==> src/rtl/game_pkg.sv <==
`default_nettype none
// ============================================================================
// game_pkg : shared tile width, move direction codes and move FSM states
// Revision : 1.0
// ============================================================================
package game_pkg;

    localparam int TILE_W = 12;

    localparam logic [3:0] DIR_NONE  = 4'b0000;
    localparam logic [3:0] DIR_UP    = 4'b0001;
    localparam logic [3:0] DIR_LEFT  = 4'b0010;
    localparam logic [3:0] DIR_DOWN  = 4'b0100;
    localparam logic [3:0] DIR_RIGHT = 4'b1000;

    typedef enum logic [2:0] {
        ST_IDLE    = 3'd0,
        ST_ISSUE   = 3'd1,
        ST_WAIT    = 3'd2,
        ST_COMMIT  = 3'd3,
        ST_RELEASE = 3'd4
    } move_state_t;

    // Simultaneous presses resolve to the highest-index button.
    function automatic logic [3:0] pick_direction(input logic [3:0] edges);
        if (edges[3])      return DIR_RIGHT;
        else if (edges[2]) return DIR_DOWN;
        else if (edges[1]) return DIR_LEFT;
        else if (edges[0]) return DIR_UP;
        else               return DIR_NONE;
    endfunction

endpackage
`default_nettype wire

==> src/rtl/btn_edge.sv <==
`default_nettype none
// ============================================================================
// btn_edge : 2-flop synchronizer plus rising-edge detector per button bit
// Revision : 1.0
// ============================================================================
module btn_edge #(
    parameter int N = 4
) (
    input  logic         clk,
    input  logic         rst,
    input  logic [N-1:0] btn,
    output logic [N-1:0] rise
);

    logic [N-1:0] meta_q,  meta_d;
    logic [N-1:0] sync_q,  sync_d;
    logic [N-1:0] prev_q,  prev_d;
    logic [N-1:0] armed_q, armed_d;
    logic [1:0]   fill_q,  fill_d;

    // A bit is armed only after a real low sample follows reset, so a button
    // held through reset cannot fake an edge once the pipeline fills.
    always_comb begin
        meta_d  = btn;
        sync_d  = meta_q;
        prev_d  = sync_q;
        fill_d  = {fill_q[0], 1'b1};
        armed_d = armed_q | (~sync_q & {N{fill_q[1]}});
    end

    always_ff @(posedge clk or negedge rst) begin
        if (!rst) begin
            meta_q  <= '0;
            sync_q  <= '0;
            prev_q  <= '0;
            armed_q <= '0;
            fill_q  <= '0;
        end else begin
            meta_q  <= meta_d;
            sync_q  <= sync_d;
            prev_q  <= prev_d;
            armed_q <= armed_d;
            fill_q  <= fill_d;
        end
    end

    assign rise = sync_q & ~prev_q & armed_q;

endmodule
`default_nettype wire

==> src/rtl/move_controller.sv <==
`default_nettype none
// ============================================================================
// move_controller : turns button edges into four-phase summation requests and
//                   commits the returned board with a one-cycle write strobe
// Revision : 1.0
// ============================================================================
module move_controller
    import game_pkg::*;
#(
    parameter int TIMEOUT = 64,
    parameter int W       = TILE_W
) (
    input  logic                     clk,
    input  logic                     rst,
    input  logic [3:0]               btn,
    input  logic [3:0][3:0][W-1:0]   board,
    output logic                     sum_enable,
    output logic [3:0]               sum_direction,
    output logic [3:0][3:0][W-1:0]   sum_matrix,
    input  logic                     sum_ready,
    input  logic [3:0][3:0][W-1:0]   summed_matrix,
    output logic [3:0][3:0][W-1:0]   board_next,
    output logic                     board_we,
    output logic                     moved,
    output logic                     busy,
    output logic                     err,
    output logic [15:0]              move_count
);

    localparam int                  c_tmr_w    = $clog2(TIMEOUT + 1);
    localparam logic [c_tmr_w-1:0]  c_tmr_last = c_tmr_w'(TIMEOUT - 1);

    logic [3:0] rise;

    btn_edge #(.N(4)) u_btn_edge (
        .clk  (clk),
        .rst  (rst),
        .btn  (btn),
        .rise (rise)
    );

    move_state_t              state_q,         state_d;
    logic                     sum_enable_q,    sum_enable_d;
    logic [3:0]               sum_direction_q, sum_direction_d;
    logic [3:0][3:0][W-1:0]   sum_matrix_q,    sum_matrix_d;
    logic [3:0][3:0][W-1:0]   board_next_q,    board_next_d;
    logic                     board_we_q,      board_we_d;
    logic                     moved_q,         moved_d;
    logic                     busy_q,          busy_d;
    logic                     err_q,           err_d;
    logic [15:0]              move_count_q,    move_count_d;
    logic [c_tmr_w-1:0]       timer_q,         timer_d;

    // Outputs are decided one cycle ahead so every port comes straight off a flop.
    always_comb begin
        state_d         = state_q;
        sum_enable_d    = sum_enable_q;
        sum_direction_d = sum_direction_q;
        sum_matrix_d    = sum_matrix_q;
        board_next_d    = board_next_q;
        board_we_d      = 1'b0;
        moved_d         = 1'b0;
        busy_d          = busy_q;
        err_d           = err_q;
        move_count_d    = move_count_q;
        timer_d         = timer_q;

        case (state_q)
            ST_IDLE: begin
                if (|rise) begin
                    state_d         = ST_ISSUE;
                    sum_matrix_d    = board;
                    sum_direction_d = pick_direction(rise);
                    sum_enable_d    = 1'b1;
                    busy_d          = 1'b1;
                end
            end
            ST_ISSUE: begin
                state_d = ST_WAIT;
                timer_d = '0;
            end
            ST_WAIT: begin
                if (sum_ready) begin
                    state_d      = ST_COMMIT;
                    board_next_d = summed_matrix;
                    board_we_d   = 1'b1;
                    moved_d      = (summed_matrix != sum_matrix_q);
                    if (moved_d) begin
                        move_count_d = move_count_q + 16'd1;
                    end
                end else if (timer_q == c_tmr_last) begin
                    state_d      = ST_RELEASE;
                    sum_enable_d = 1'b0;
                    err_d        = 1'b1;
                end else begin
                    timer_d = timer_q + c_tmr_w'(1);
                end
            end
            ST_COMMIT: begin
                state_d      = ST_RELEASE;
                sum_enable_d = 1'b0;
            end
            ST_RELEASE: begin
                if (!sum_ready) begin
                    state_d = ST_IDLE;
                    busy_d  = 1'b0;
                end
            end
            default: begin
                state_d      = ST_IDLE;
                sum_enable_d = 1'b0;
                busy_d       = 1'b0;
            end
        endcase
    end

    always_ff @(posedge clk or negedge rst) begin
        if (!rst) begin
            state_q         <= ST_IDLE;
            sum_enable_q    <= 1'b0;
            sum_direction_q <= DIR_NONE;
            sum_matrix_q    <= '0;
            board_next_q    <= '0;
            board_we_q      <= 1'b0;
            moved_q         <= 1'b0;
            busy_q          <= 1'b0;
            err_q           <= 1'b0;
            move_count_q    <= '0;
            timer_q         <= '0;
        end else begin
            state_q         <= state_d;
            sum_enable_q    <= sum_enable_d;
            sum_direction_q <= sum_direction_d;
            sum_matrix_q    <= sum_matrix_d;
            board_next_q    <= board_next_d;
            board_we_q      <= board_we_d;
            moved_q         <= moved_d;
            busy_q          <= busy_d;
            err_q           <= err_d;
            move_count_q    <= move_count_d;
            timer_q         <= timer_d;
        end
    end

    assign sum_enable    = sum_enable_q;
    assign sum_direction = sum_direction_q;
    assign sum_matrix    = sum_matrix_q;
    assign board_next    = board_next_q;
    assign board_we      = board_we_q;
    assign moved         = moved_q;
    assign busy          = busy_q;
    assign err           = err_q;
    assign move_count    = move_count_q;

endmodule
`default_nettype wire

==> config.mk <==
export PLATFORM = sky130hd
export DESIGN_NAME = move_controller
export DESIGN_NICKNAME = d
export VERILOG_FILES = /design/src/rtl/game_pkg.sv /design/src/rtl/btn_edge.sv /design/src/rtl/move_controller.sv
export SDC_FILE = /design/constraint.sdc
export NUM_CORES = 1
export LEC_CHECK = 0
export ABC_AREA = 1
export CAP_MARGIN = 15
export CORE_AREA = 3 3 308 310
export CTS_CLUSTER_DIAMETER = 100
export DETAILED_ROUTE_END_ITERATION = 7
export DIE_AREA = 0 0 311 313
export SLEW_MARGIN = 20
export SYNTH_ARGS = -nofsm -noshare
export SYNTH_HDL_FRONTEND = slang
export SYNTH_SLANG_ARGS = --single-unit
==> constraint.sdc <==
create_clock -name clk -period 3.16 [get_ports clk]
set_input_delay 0.632 -clock clk [delete_from_list [all_inputs] [get_ports clk]]
set_output_delay 0.632 -clock clk [all_outputs]
set_load 0.01 [all_outputs]
==> key figures, run 1 <==
STA
  • Fmax achieved: 409.7 MHz
  • Slew margin rel.: a little over half
  • Final setup violation count: 0
  • Fin. max-slew vios: 0
  • Least-Margin Pin Slew: around 0.7 ns
  • Post-layout min period: 2.441 ns
  • Final clock skew: roughly 0.019 ns
  • Final WS setup: 0.7193 ns
  • RSZ-0062 raised after global routing: false
  • Tcrit/Tclk final: 77.24%
  • Final Hold Viols: 0

Worst setup path
  • CP max stage delay: 0.71 ns
  • Critical Path RT: approximately 2.5 ns
  • Reg-to-reg slack, setup: 0.80 ns
  • Crit Path Category: flip-flop to output port
  • Max FO, Critical Path: 6
  • Crit. Startpoint: move_count[0]$_DFFE_PN0P_
  • Worst path top cell family by delay: buffers and inverters
  • Startpoint types: flip-flop
  • CP arrival: 1.81 ns
  • Critical Path End Type: output port
  • CP bufs+invs: 1
  • R2r startpoint: sum_matrix[131]$_DFFE_PN0P_
  • Slowest CP cell: clkdlybuf4s50_1
  • Cell chain of the critical path: clkdlybuf4s50_1

GRT
  • All-layer global routing usage: between 10% and 20%
  • Grt peak-use layer: met2
  • Global routing met1 resource utilization: 18.82%
  • Total overflow reported by the global router: 0
  • Initial antenna violation count: 17
  • Met3 Use GR: 5.031%
  • Met2 Track Usage GR: 27.57%
  • Global-route wire length before repair: 118900 um
  • Vias in the first global route: about 18000
  • Largest net degree at the start of global routing: a little under 100

Power and ir drop
  • Clock share of power: roughly a fifth
  • Internal: 18.69 mW
  • Switching Share: a little under two fifths
  • Reg power frac: 33.9%
  • Tot Pwr: 30.28 mW
  • Peak VDD IR: 0.0004983 V
  • Combinational share of power: 45.6%
  • Net Sw Power: 11.59 mW
  • Pwr/cell area: 984.4 mW/mm^2
  • Leak Pwr: about 14 nW

Floorplanning
  • Die X: 311 um
  • Initial core utilization: 20.92%
  • # IOs: 800
  • Die H: 313 um
  • Die area: 0.09734 mm^2
  • Core Area: around 0.09 mm^2
  • Rows: between 100 and 150

Cells and area
  • P&R area growth vs syn: 59.92%
  • FF/Latch Area: ~0.011 mm^2
  • Most frequent cells in the layout: nand2_1, clkdlybuf4s50_1, dfrtp_1
  • Layout net count: 3517
  • Commonest non-fill, non-tap cell in the layout: nand2_1
  • Final design area excluding fillers: 0.03076 mm^2
  • Final cell count without fillers: 4419
  • Area occupied by multi-input gates: 0.007582 mm^2
  • Fill cells: 9693
  • Share of layout cells above drive strength 1: 5.118%

Clock network
  • CTS Buf Count: 54
  • PostCTS Resize Cnt: 0
  • Post-CTS setup buffers: 0
  • CTS clk-pin slew, worst paths: 0.06 ns
  • H-tree levels: 2
  • TritonCTS clock tree: yes
  • Clock sink total: roughly 440
  • Hold Buf Count CTS: 0
  • Clock Tree Root: clkbuf_16
  • Clk_lat worst skew: 0.61 ns
  • Max clock buf depth: 3

Placed design
  • Placed Area: ~0.029 mm^2
  • GP Congestion: 0.9052
  • Hpwl dp: 62540 um
  • Placed cell count: around 4300
  • IO Port Bufs: 799
  • Pre-CTS setup slack: -0.1495 ns

Synth
  • Mapped Area: 0.01923 mm^2
  • Area leader, netlist: dfrtp_1
  • Synth area leaders: dfrtp_1, nand2_1, xnor2_1
  • Synthesized area per cell: 8.338 um^2
  • Share of the synthesized area in the top cell type: 56.85%
  • Synth Instances: between 2000 and 2500
  • Synth cell types: 35
  • Ys Warns: 0
  • Synthesis-stage register bit count: ~440
  • Post-synthesis sequential area ratio: 56.85%
  • Syn nets: 2700

Routing
  • DR iter-0 viols: 1157
  • Wire per inst: 18.36 um
  • Antenna Nets Post-Route: 0
  • DR DRC count: 0
  • Vias per cell: 4.038
  • Vias: 17840
  • First-pass DRT Iterations: 5
  • Post-Route WL: 81130 um

Run status
  • Status: finished, final reports clean

Job
  • Max Cap Violations: 0

Hold path
  • Worst hold path type: input port to async pin
[synth_stat cells, drive strengths merged]
library cell,instances
buf,61
nand3b,1
nand2,1317
a32o,1
nand4,3
inv,76
a311oi,1
nand3,32
ha,2
nor3,4
xnor2,178
or2,2
dfrtp,437
a21oi,4
o21bai,2
conb,1
a22o,1
clkbuf,27
nor2,96
xor2,5
nor4,1
o31ai,1
o21ai,53
o22ai,1
[cells by family after synthesis]
family | after synthesis | synth area share (%)
xor+xnor | 183 | 8.333
simple gates | 1456 | 29.12
buf+inv | 164 | 3.766
other cells | 1 | 0.01950
compound gates | 64 | 1.776
fa+ha+maj | 2 | 0.1301
flops | 437 | 56.85
[cell type report]
class	count	share of cell area, %
Multi-Input combinational cell	1706	24.65
Tap cell	1243	5.056
Sequential cell	437	35.55
Inverter	76	0.9681
Antenna cell	11	0.08949
Clock inverter	15	0.5084
Clock buffer	82	5.292
Timing Repair Buffer	849	27.89
[through the flow]
step,TNS (ns),util [%],hold slack [ns]
floorplan,0,-,0.3312
global placement,-2.229,31.49,0.3318
detailed placement,-2.331,31.49,0.3362
CTS,0,33.43,0.0002051
global route,0,33.46,0.01937
finish,0,33.46,0.02904
[sequential cells by signal, summed over array words and instances, names as in the netlist]
| name | cells |
|---|---|
| board_next | 192 |
| sum_matrix | 192 |
| move_count | 16 |
| timer_q | 7 |
| sum_direction | 4 |
| u_btn_edge.armed_q | 4 |
| u_btn_edge.meta_q | 4 |
| u_btn_edge.prev_d | 4 |
| u_btn_edge.prev_q | 4 |
| state_q | 3 |
| u_btn_edge.fill_q | 2 |
| board_we | 1 |
| busy | 1 |
| err | 1 |
| moved | 1 |
| sum_enable | 1 |
[path summary, 6_finish.rpt]
path	endpoint	cells past startpoint
worst max-delay path	move_count[0]	1
min in group clk	u_btn_edge.prev_d[3]$_DFF_PN0_	0
worst min register to register	u_btn_edge.prev_d[3]$_DFF_PN0_	0
worst min-delay path	sum_matrix[14]$_DFFE_PN0P_	1
max in group asynchronous	sum_matrix[56]$_DFFE_PN0P_	2
worst max register to register	move_count[14]$_DFFE_PN0P_	12
[worst register-to-register path, cell delays in order (launching register included)]
cell and delay, ns:
dfrtp_1 0.40, xnor2_1 0.44, nand2_1 0.10, nor2_1 0.18, nand2_1 0.07, nor2_1 0.20
nand2_1 0.15, nor2_2 0.10, buf_4 0.14, nand3_4 0.11, buf_4 0.21, nand3_1 0.08
nand2_1 0.05
[power by group through the flow]
| stage | Combinational (mW) | Clock (mW) | Sequential [mW] |
|---|---|---|---|
| after floorplan | 4.88 | 0 | 11.0 |
| after global placement | 13.9 | 0 | 10.3 |
| after detailed placement | 14.0 | 0 | 10.3 |
| after CTS | 14.1 | 6.44 | 10.3 |
| after global routing | 15.0 | 6.68 | 10.6 |
| final | 13.8 | 6.20 | 10.3 |
[per-layer routing]
metal	wire length, um	vias to the layer above	part of all wire (%)
li1	-	8630	-
met3	6307	141	7.8
met1	32110	8398	40
met5	39	-	0.048
met2	39740	667	49
met4	2939	6	3.6
(Power assumes the default switching activity.)
==> inputs of run 2 (changes only) <==
- clock period: 3.16 -> 2.4 ns (I/O delays scaled with it)
==> run 2 against run 1 <==
  * Sequential share of layout area fell by 1.1 points
  * Worst setup slack worse by 0.59 ns
  * Combinational power is 35% higher
  * Die area is the same
  * Clock skew is 0.0044 ns higher
  * Critical endpoint unchanged
  * Non-clock buffer count up 105
  * Final cell count is 2.3% higher
  * First-iteration DRC count grew 0.86%
  * Sequential power rose by 32%
  * Design area is 3.1% higher
  * Largest cell class unchanged
  * Clock-buffer cell count is 7 lower
  * Hold slack better by 0.29 ns
==> key figures, run 2 (synthesized netlist as in run 1, its figures left out) <==
Run status
  • Status: finished, final reports clean

Hold path
  • Hold Path Stages: 1
  • Worst hold path type: input port to flip-flop
  • Origin of the worst min-delay path: btn[2]
  • Worst Hold End: u_btn_edge.meta_q[2]$_DFF_PN0_

Clock network
  • Post-CTS setup buffers: 0
  • TritonCTS clock tree: yes
  • Clock sink total: 437
  • CTS Buf Count: 53
  • Clock Tree Root: clkbuf_16
  • CTS clk-pin slew, worst paths: 0.06 ns
  • Clk_lat worst skew: 0.61 ns
  • H-tree levels: 2
  • Max clock buf depth: 3

STA
  • RSZ-0062 raised after global routing: false
  • Final setup violation count: 0
  • Final clock skew: 0.02318 ns
  • Least-Margin Pin Slew: 0.7372 ns
  • Final Hold Viols: 0
  • Setup TNS: 0 ns
  • Fin. max-slew vios: 0
  • Post-layout min period: between 2 and 2.5 ns
  • Tcrit/Tclk final: between 90 and 100%
  • Final Hold Slack: 0.3168 ns
  • Slew margin rel.: 50.85%
  • Fmax achieved: about 440 MHz

Power and ir drop
  • Leak Pwr: 14.83 nW
  • Tot Pwr: 40.61 mW
  • Pwr/cell area: 1280 mW/mm^2
  • Peak VDD IR: 0.0006402 V

Floorplanning
  • Die H: 313 um
  • Die area: 0.09734 mm^2
  • Core Area: a little over 0.09 mm^2
  • Rows: 111
  • Die X: 311 um
  • # IOs: 800
  • Initial core utilization: 20.92%

Worst setup path
  • Reg-to-reg slack, setup: roughly 0.22 ns
  • Worst path top cell family by delay: buffers and inverters
  • CP max stage delay: 0.69 ns
  • Max FO, Critical Path: 6
  • Slowest CP cell: clkdlybuf4s50_1
  • Worst r2r dst: move_count[13]$_DFFE_PN0P_
  • Crit. Startpoint: move_count[0]$_DFFE_PN0P_
  • Startpoint types: flip-flop
  • Critical Path End Type: output port
  • CP bufs+invs: 1
  • Cell chain of the critical path: clkdlybuf4s50_1
  • CP arrival: ~1.8 ns
  • Crit Path Category: flip-flop to output port
  • Reg2Reg Depth: 13
  • R2r startpoint: sum_matrix[130]$_DFFE_PN0P_
  • Critical Path RT: between 1.5 and 2 ns

GRT
  • Global-route wire length before repair: 120300 um
  • Largest net degree at the start of global routing: 102
  • All-layer global routing usage: 16.24%
  • Vias in the first global route: 18590
  • Total overflow reported by the global router: 0
  • Initial antenna violation count: 11

Routing
  • Vias: ~18000
  • DR DRC count: 0
  • DR iter-0 viols: about 1200
  • Post-Route WL: 82060 um
  • Wire per inst: 18.15 um
  • Antenna Nets Post-Route: 0
  • Vias per cell: 4.031
  • First-pass DRT Iterations: 5

Job
  • Max Cap Violations: 0

Placed design
  • GP Congestion: 0.9234
  • Hpwl dp: around 64000 um
  • IO Port Bufs: 799

Cells and area
  • P&R area growth vs syn: 64.91%
  • Most frequent cells in the layout: nand2_1, clkdlybuf4s50_1, dfrtp_1
  • Share of layout cells above drive strength 1: between 8 and 9%
  • Layout net count: 3621
  • Commonest non-fill, non-tap cell in the layout: nand2_1
## run 2: changes by cell type in the layout (fill, tap and decap cells not counted), moves of 3 or more
cell	previous run	this run
clkbuf_1	12	9
nor2_4	1	5
buf_4	34	132
clkbuf_8	15	12
diode_2	11	6
buf_12	16	22
bufinv_16	2	5
## run 2: final cells by class
class | count | area, um^2
inverters | 76 | 297.8
clock inverters | 24 | 296.5
fillers | 9609 | 60220
flip-flops and latches | 437 | 10940
multi-input cells | 1706 | 7625
repair buffers | 954 | 9444
diodes | 6 | 15.01
well taps | 1243 | 1555
clock buffers | 75 | 1550
## run 2: worst max-delay path by stage
stage / slack (ns) / to / cells past startpoint
after floorplan: 0.78 / move_count[5]$_DFFE_PN0P_ / 13
after global placement: -0.66 / move_count[15]$_DFFE_PN0P_ / 14
after detailed placement: -0.63 / move_count[14]$_DFFE_PN0P_ / 14
after CTS: 0.02 / move_count[0] / 1
after global routing: 0.005 / move_count[14]$_DFFE_PN0P_ / 13
final: 0.13 / move_count[0] / 1
## run 2: metal layers
metal  GRT usage, %  wire (um)  vias up
met1          19.18      33170     8576
met2          27.71      39880      636
met3          4.390       5747      141
li1               -          -     8865
met5              0         27        -
met4          7.031       3227        4
## run 2: timing repair
action | CTS | global route
endpoints found under the hold margin | 32 | 0
hold buffers | 1 | 0
endpoints found under the setup margin | 17 | 17
resized for setup | 4 | 6
## run 2: report_power, final
| group | internal, mW | total [mW] | switching, mW |
|---|---|---|---|
| clock network | 5.06 | 8.47 | 3.40 |
| logic | 9.45 | 18.6 | 9.15 |
| registers | 10.7 | 13.6 | 2.88 |
| total | 25.2 | 40.6 | 15.4 |
## run 2: stage by stage
| stage | setup WS [ns] | area, um^2 | std cells | utilization, % |
|---|---|---|---|---|
| 2_1_floorplan | 0.7782 | 19230 | 2307 | - |
| 3_3_place_gp | -0.6632 | 29800 | 4415 | 32.42 |
| 3_5_place_dp | -0.6341 | 29800 | 4415 | 32.42 |
| 4_1_cts | 0.02361 | 31680 | 4515 | 34.46 |
| 5_1_grt | 0.004745 | 31720 | 4521 | 34.50 |
| 6_report | 0.1312 | 31720 | 4521 | 34.50 |
==> inputs of run 3 (changes only) <==
- SKIP_LAST_GASP: default -> 1
==> results of run 3 <==
Final layout, timing and power as in run 2 (identical DEF).
==> variant 1, RTL diff (flow settings as in run 3) <==
The parameter `TIMEOUT` goes from 64 to 32.
--- a/src/rtl/move_controller.sv
+++ b/src/rtl/move_controller.sv
@@ -7,7 +7,7 @@
 module move_controller
     import game_pkg::*;
 #(
-    parameter int TIMEOUT = 64,
+    parameter int TIMEOUT = 32,
     parameter int W       = TILE_W
 ) (
     input  logic                     clk,
Function: no difference found for any inputs over 4 cycles, from zero or initial values and one cycle with rst low; that may be too few to reach the edited logic, so the function may still have changed.
==> variant 1 against run 3 <==
Routed wire length fell by 0.68%. Design area fell by 0.38%. Via count rose by 0.57%. Sequential cell count fell by 1. Total power fell by 1.0%. First-iteration DRC count rose by 2.6%. Area after synthesis rose by 0.23%. Global-route usage rose by 0.099 points. Core utilization fell by 0.13 points. Setup slack improved by 0.046 ns.
==> variant 1: results (changes against run 3) <==
- Cell count after synthesis: 2309 (+0.087%)
- Clk sinks: 436 (-0.23%)
- Met3 WL post-DR: 6.27 mm (+9.1%)
- Met1 Use GR: 19.4% (+0.26 points)
- Reg2Reg Launch Point: sum_matrix[143]
- Worst Hold Slack: 0.322 ns (+0.00484 ns)
- Dpl ws: -0.929 ns (-0.295 ns)
- Largest net degree at the start of global routing: 78 (-24%)
- DR iter-0 viols: 1197 (+2.6%)
- # clk buffers: 74 (-1.3%)
- Critical path's largest stage delay: 0.53 ns (-0.16 ns)
- Global-route usage over all layers: 16.3% (+0.099 points)
- Number of distinct library cells after synthesis: 37 (+5.7%)
- Clk Latency, worst-skew pair: 0.59 ns (-0.02 ns)
- Hpwl dp: 63.3 mm (-1.1%)
- Arr. time, crit path: 1.74 ns (-0.05 ns)
- Critical Path End: sum_matrix[188]
- Wl on met1: 32.7 mm (-1.5%)
- Pre-antenna DRT Iters: 4 (-1)
- Buffering overhead: 29.9% (+0.14 points)
- Fillcell total: 9530 (-0.82%)
- Synthesized Nets: 2702 (+0.074%)
- Outcome: complete, no violations
- Initial antenna violation count: 8 (-3)
- Met2 GRT Util: 28.7% (+0.99 points)
- Non-CTS buffers: 951 (-0.31%)
- First-pass GRT wire length: 122 mm (+1.3%)
- Multi-input gates: 1700 (-0.35%)
- Layout cell share with drive strength beyond 1: 8.30% (-0.16 points)
- Final WS setup: 0.177 ns (+0.0463 ns)
- Via count: 18325 (+0.57%)
- Fraction of area in multi-input gates: 24.2% (+0.12 points)
- Clock network area share: 5.40% (-0.42 points)
- Crit-path max FO: 2 (-4)
- Relative slew margins: 61.6% (+11 points)
[variant 1: cells by family (layout without fill, tap and decap cells)]
kind of cell	count (synthesis)	in the layout	share of synthesized area, %
buffers and inverters	173	1128	4.26
xor gates and xnor gates	180	180	8.18
and+or+nand+nor	1442	1442	28.7
other	1	5	0.0195
adders and majority gates	2	2	0.130
DFF	436	436	56.6
AOI/OAI and AO/OA	75	75	2.08
[variant 1: power by group through the flow]
stage	clock network [W]	registers [W]	logic, W
5_1_grt	0.00856	0.0138	0.0206
6_report	0.00800	0.0134	0.0188
2_1_floorplan	0	0.0144	0.00679
3_3_place_gp	0	0.0133	0.0189
4_1_cts	0.00825	0.0134	0.0191
3_5_place_dp	0	0.0134	0.0190
[variant 1: repair_timing]
action                                  CTS  global route
endpoints found under the hold margin    26             0
setup buffers                             0             1
hold buffers                              1             0
pin swaps                                 2             5
cloned                                    0             1
gates resized for setup                   7            13
endpoints found under the setup margin   17            17
==> variant 2, RTL diff (settings of run 3) <==
Made on the original files. Reset style: synchronous (`rst`), changed in 2 clocked blocks.
--- a/src/rtl/btn_edge.sv
+++ b/src/rtl/btn_edge.sv
@@ -28,7 +28,7 @@
         armed_d = armed_q | (~sync_q & {N{fill_q[1]}});
     end
 
-    always_ff @(posedge clk or negedge rst) begin
+    always_ff @(posedge clk) begin
         if (!rst) begin
             meta_q  <= '0;
             sync_q  <= '0;
--- a/src/rtl/move_controller.sv
+++ b/src/rtl/move_controller.sv
@@ -114,7 +114,7 @@
         endcase
     end
 
-    always_ff @(posedge clk or negedge rst) begin
+    always_ff @(posedge clk) begin
         if (!rst) begin
             state_q         <= ST_IDLE;
             sum_enable_q    <= 1'b0;
Function: no difference found for any inputs over 4 cycles, from zero or initial values and one cycle with rst low; that may be too few to reach the edited logic, so the function may still have changed.
==> variant 2 against run 3 <==
Setup slack worse by 0.030 ns. Area after synthesis is 7.0% lower. Sequential cell count stayed put. Routed wire length is 22% higher. Non-clock buffer count is 60 higher. Design area is 3.4% lower. First-iteration DRC count is 1.0% lower. Die area stayed put. Count of clock-buffer cells in the layout is 2 higher. Final cell count is 2.2% higher. Hold slack worse by 0.082 ns. Synthesized cell count is 4.2% higher. Critical path type is now input port to register. Critical endpoint is now move_count[4]. Highest routed layer unchanged.
Power is not compared: it rests on default switching activity, and its combinational part moved more than twofold at a synthesized area within 25%.
==> variant 2: results (changes against run 3) <==
- Max cap viols: 0 (unchanged)
- Sequential fraction of the synthesis area: 48.9% (-8.0 points)
- Static Leakage: 11.9 nW
- Vias in the first global route: 18998 (+2.2%)
- Crit-path max FO: 16 (+10)
- DR iter-0 viols: 1155 (-1.0%)
- RR Endpoint: move_count[4]
- Fillcell total: 9707 (+1.0%)
- Fin nets: 3728 (+3.0%)
- First-pass GRT wire length: 140 mm (+16%)
- Synthesized Nets: 2796 (+3.6%)
- Synth warnings: 0 (unchanged)
- WHS Path Cells: 3 (+2)
- Clk Latency, worst-skew pair: 0.62 ns
- Final cell count without fillers: 4620 (+2.2%)
- Global-route usage over all layers: 19.7% (+3.4 points)
- Reg2Reg Launch Point: sum_matrix[183]
- Flop-to-flop setup slack: 0.16 ns (-0.06 ns)
- R2R depth: 12 (-1)
- Placed cell count: 4524 (+2.5%)
- Gpl congestion: 0.912 (-1.2%)
- Hold Path Origin: rst
- Largest net degree at the start of global routing: 71 (-30%)
- Outcome: complete, no violations
- Worst Hold Slack: 0.234 ns (-0.0825 ns)
- Number of distinct library cells after synthesis: 37 (+5.7%)
- Setup Skew: 0.0174 ns (-0.00583 ns)
- Top FF cell, synth: dfxtp_1
- Peak VDD IR: 520 uV
- Port Buffer Count: 799 (unchanged)
- Synth async-reset ratio: 0% (-100 points)
- Worst Hold Class: input port to register
- Hold Path Sink: sum_matrix[119]
- H-Tree Level Count: 2 (unchanged)
- Vias/cell: 4.16 (+3.1%)
- Cell count after synthesis: 2403 (+4.2%)
- Slew of the pin with the lowest slew margin: 0.533 ns (-0.204 ns)
- Arr. time, crit path: 2.80 ns (+1.01 ns)
- Root buffer cell: clkbuf_16
- Pre-antenna DRT Iters: 5 (unchanged)
- Crit. Startpoint: summed_matrix[172]
- Setup bufs post-CTS: 0 (unchanged)
- Inserted Clock Buffers: 52 (-1.9%)
- Clock-pin transition on the worst setup and hold timing paths: 0.06 ns (about the same)
- CTS Buffer Depth: 3 (unchanged)
- Layout cell share with drive strength beyond 1: 11.1% (+2.6 points)
- Commonest cells post-synth: nor2_1 (701), dfxtp_1 (437), o21ai_0 (389)
- Hpwl dp: 80.5 mm (+26%)
- Top cells by area, synth: dfxtp_1 (49%), nor2_1 (15%), o21ai_0 (11%)
- Routed length per instance: 21.6 microns (+19%)
- Switch share: 31.5%
- Initial antenna violation count: 16 (+5)
==> variant 2: changes by cell type in the layout (fill, tap and decap cells not counted), sizes merged, moves of 61 or more <==
cell	before	now
buf	155	216
dfrtp	437	0
o21ai	53	390
a21oi	4	107
dfxtp	0	437
nand2	1317	268
nor2	96	706
==> variant 2: worst max-delay path, cell delays in order <==
cell             delay, ns
clkdlybuf4s50_1       0.57
xnor2_2               0.33
nand2_1               0.18
nor2_1                0.24
nand2_1               0.10
nor2_1                0.09
nand2_1               0.06
nor2_2                0.10
buf_4                 0.11
nand3_4               0.11
buf_4                 0.23
nand3_1               0.09
a21oi_1               0.07
==> variant 2: cells by family (layout without fill, tap and decap cells) <==
family	count (synthesis)	after routing	share of synthesized area [%]
flip-flops	437	437	48.9
adder cells (fa/ha/maj)	2	2	0.140
AO/OA/AOI/OAI	505	505	14.5
other	0	4	0
buffers and inverters	260	1230	5.73
XOR/XNOR	167	167	8.17
AND/OR/NAND/NOR	1032	1032	22.6
==> variant 2: repair_timing <==
item | in CTS | in global routing
endpoints found under the setup margin | 18 | 16
hold buffers | 0 | 0
pin swaps | 0 | 1
resized for setup | 15 | 11
==> variant 2: stage by stage <==
stage	setup WS [ns]	area (sq um)
5_1_grt	0.000976	30600
6_report	0.102	30600
3_3_place_gp	-0.799	28900
3_5_place_dp	-0.766	28900
2_1_floorplan	0.729	17900
4_1_cts	0.00556	30600
==> variant 2: layout make-up <==
class	instances	area share, %
well taps	1243	5.07
diodes	4	0.0327
flip-flops and latches	437	28.6
inverters	124	1.56
repair buffers	1014	32.5
clock inverters	15	0.535
multi-input cells	1706	26.9
clock buffers	77	4.88
==> variant 2: layer usage <==
metal / global-route usage (%) / up-vias / part of all wire, % / routed length, microns
met5: 0 / - / 0.038 / 38
met4: 5.84 / 6 / 2.9 / 2920
met3: 4.97 / 140 / 6.2 / 6230
met2: 34.1 / 691 / 48 / 48200
met1: 24.0 / 8847 / 43 / 42500
li1: - / 9515 / - / -
==> variant 2: worst max path at each step <==
| stage | to | slack [ns] | cells after the start |
|---|---|---|---|
| floorplan | move_count[9] | 0.73 | 13 |
| global placement | move_count[1] | -0.80 | 13 |
| detailed placement | move_count[15] | -0.77 | 13 |
| CTS | move_count[11] | 0.006 | 14 |
| global route | move_count[13] | 0.001 | 12 |
| finish | move_count[4] | 0.10 | 13 |
==> variant 2: power by group through the flow <==
stage               Sequential, W  Combinational, W  Clock (W)
finish                    0.00878           0.00677    0.00792
floorplan                 0.00916           0.00219          0
global route              0.00889           0.00737    0.00843
CTS                       0.00877           0.00693    0.00814
detailed placement        0.00891           0.00687          0
global placement          0.00889           0.00687          0
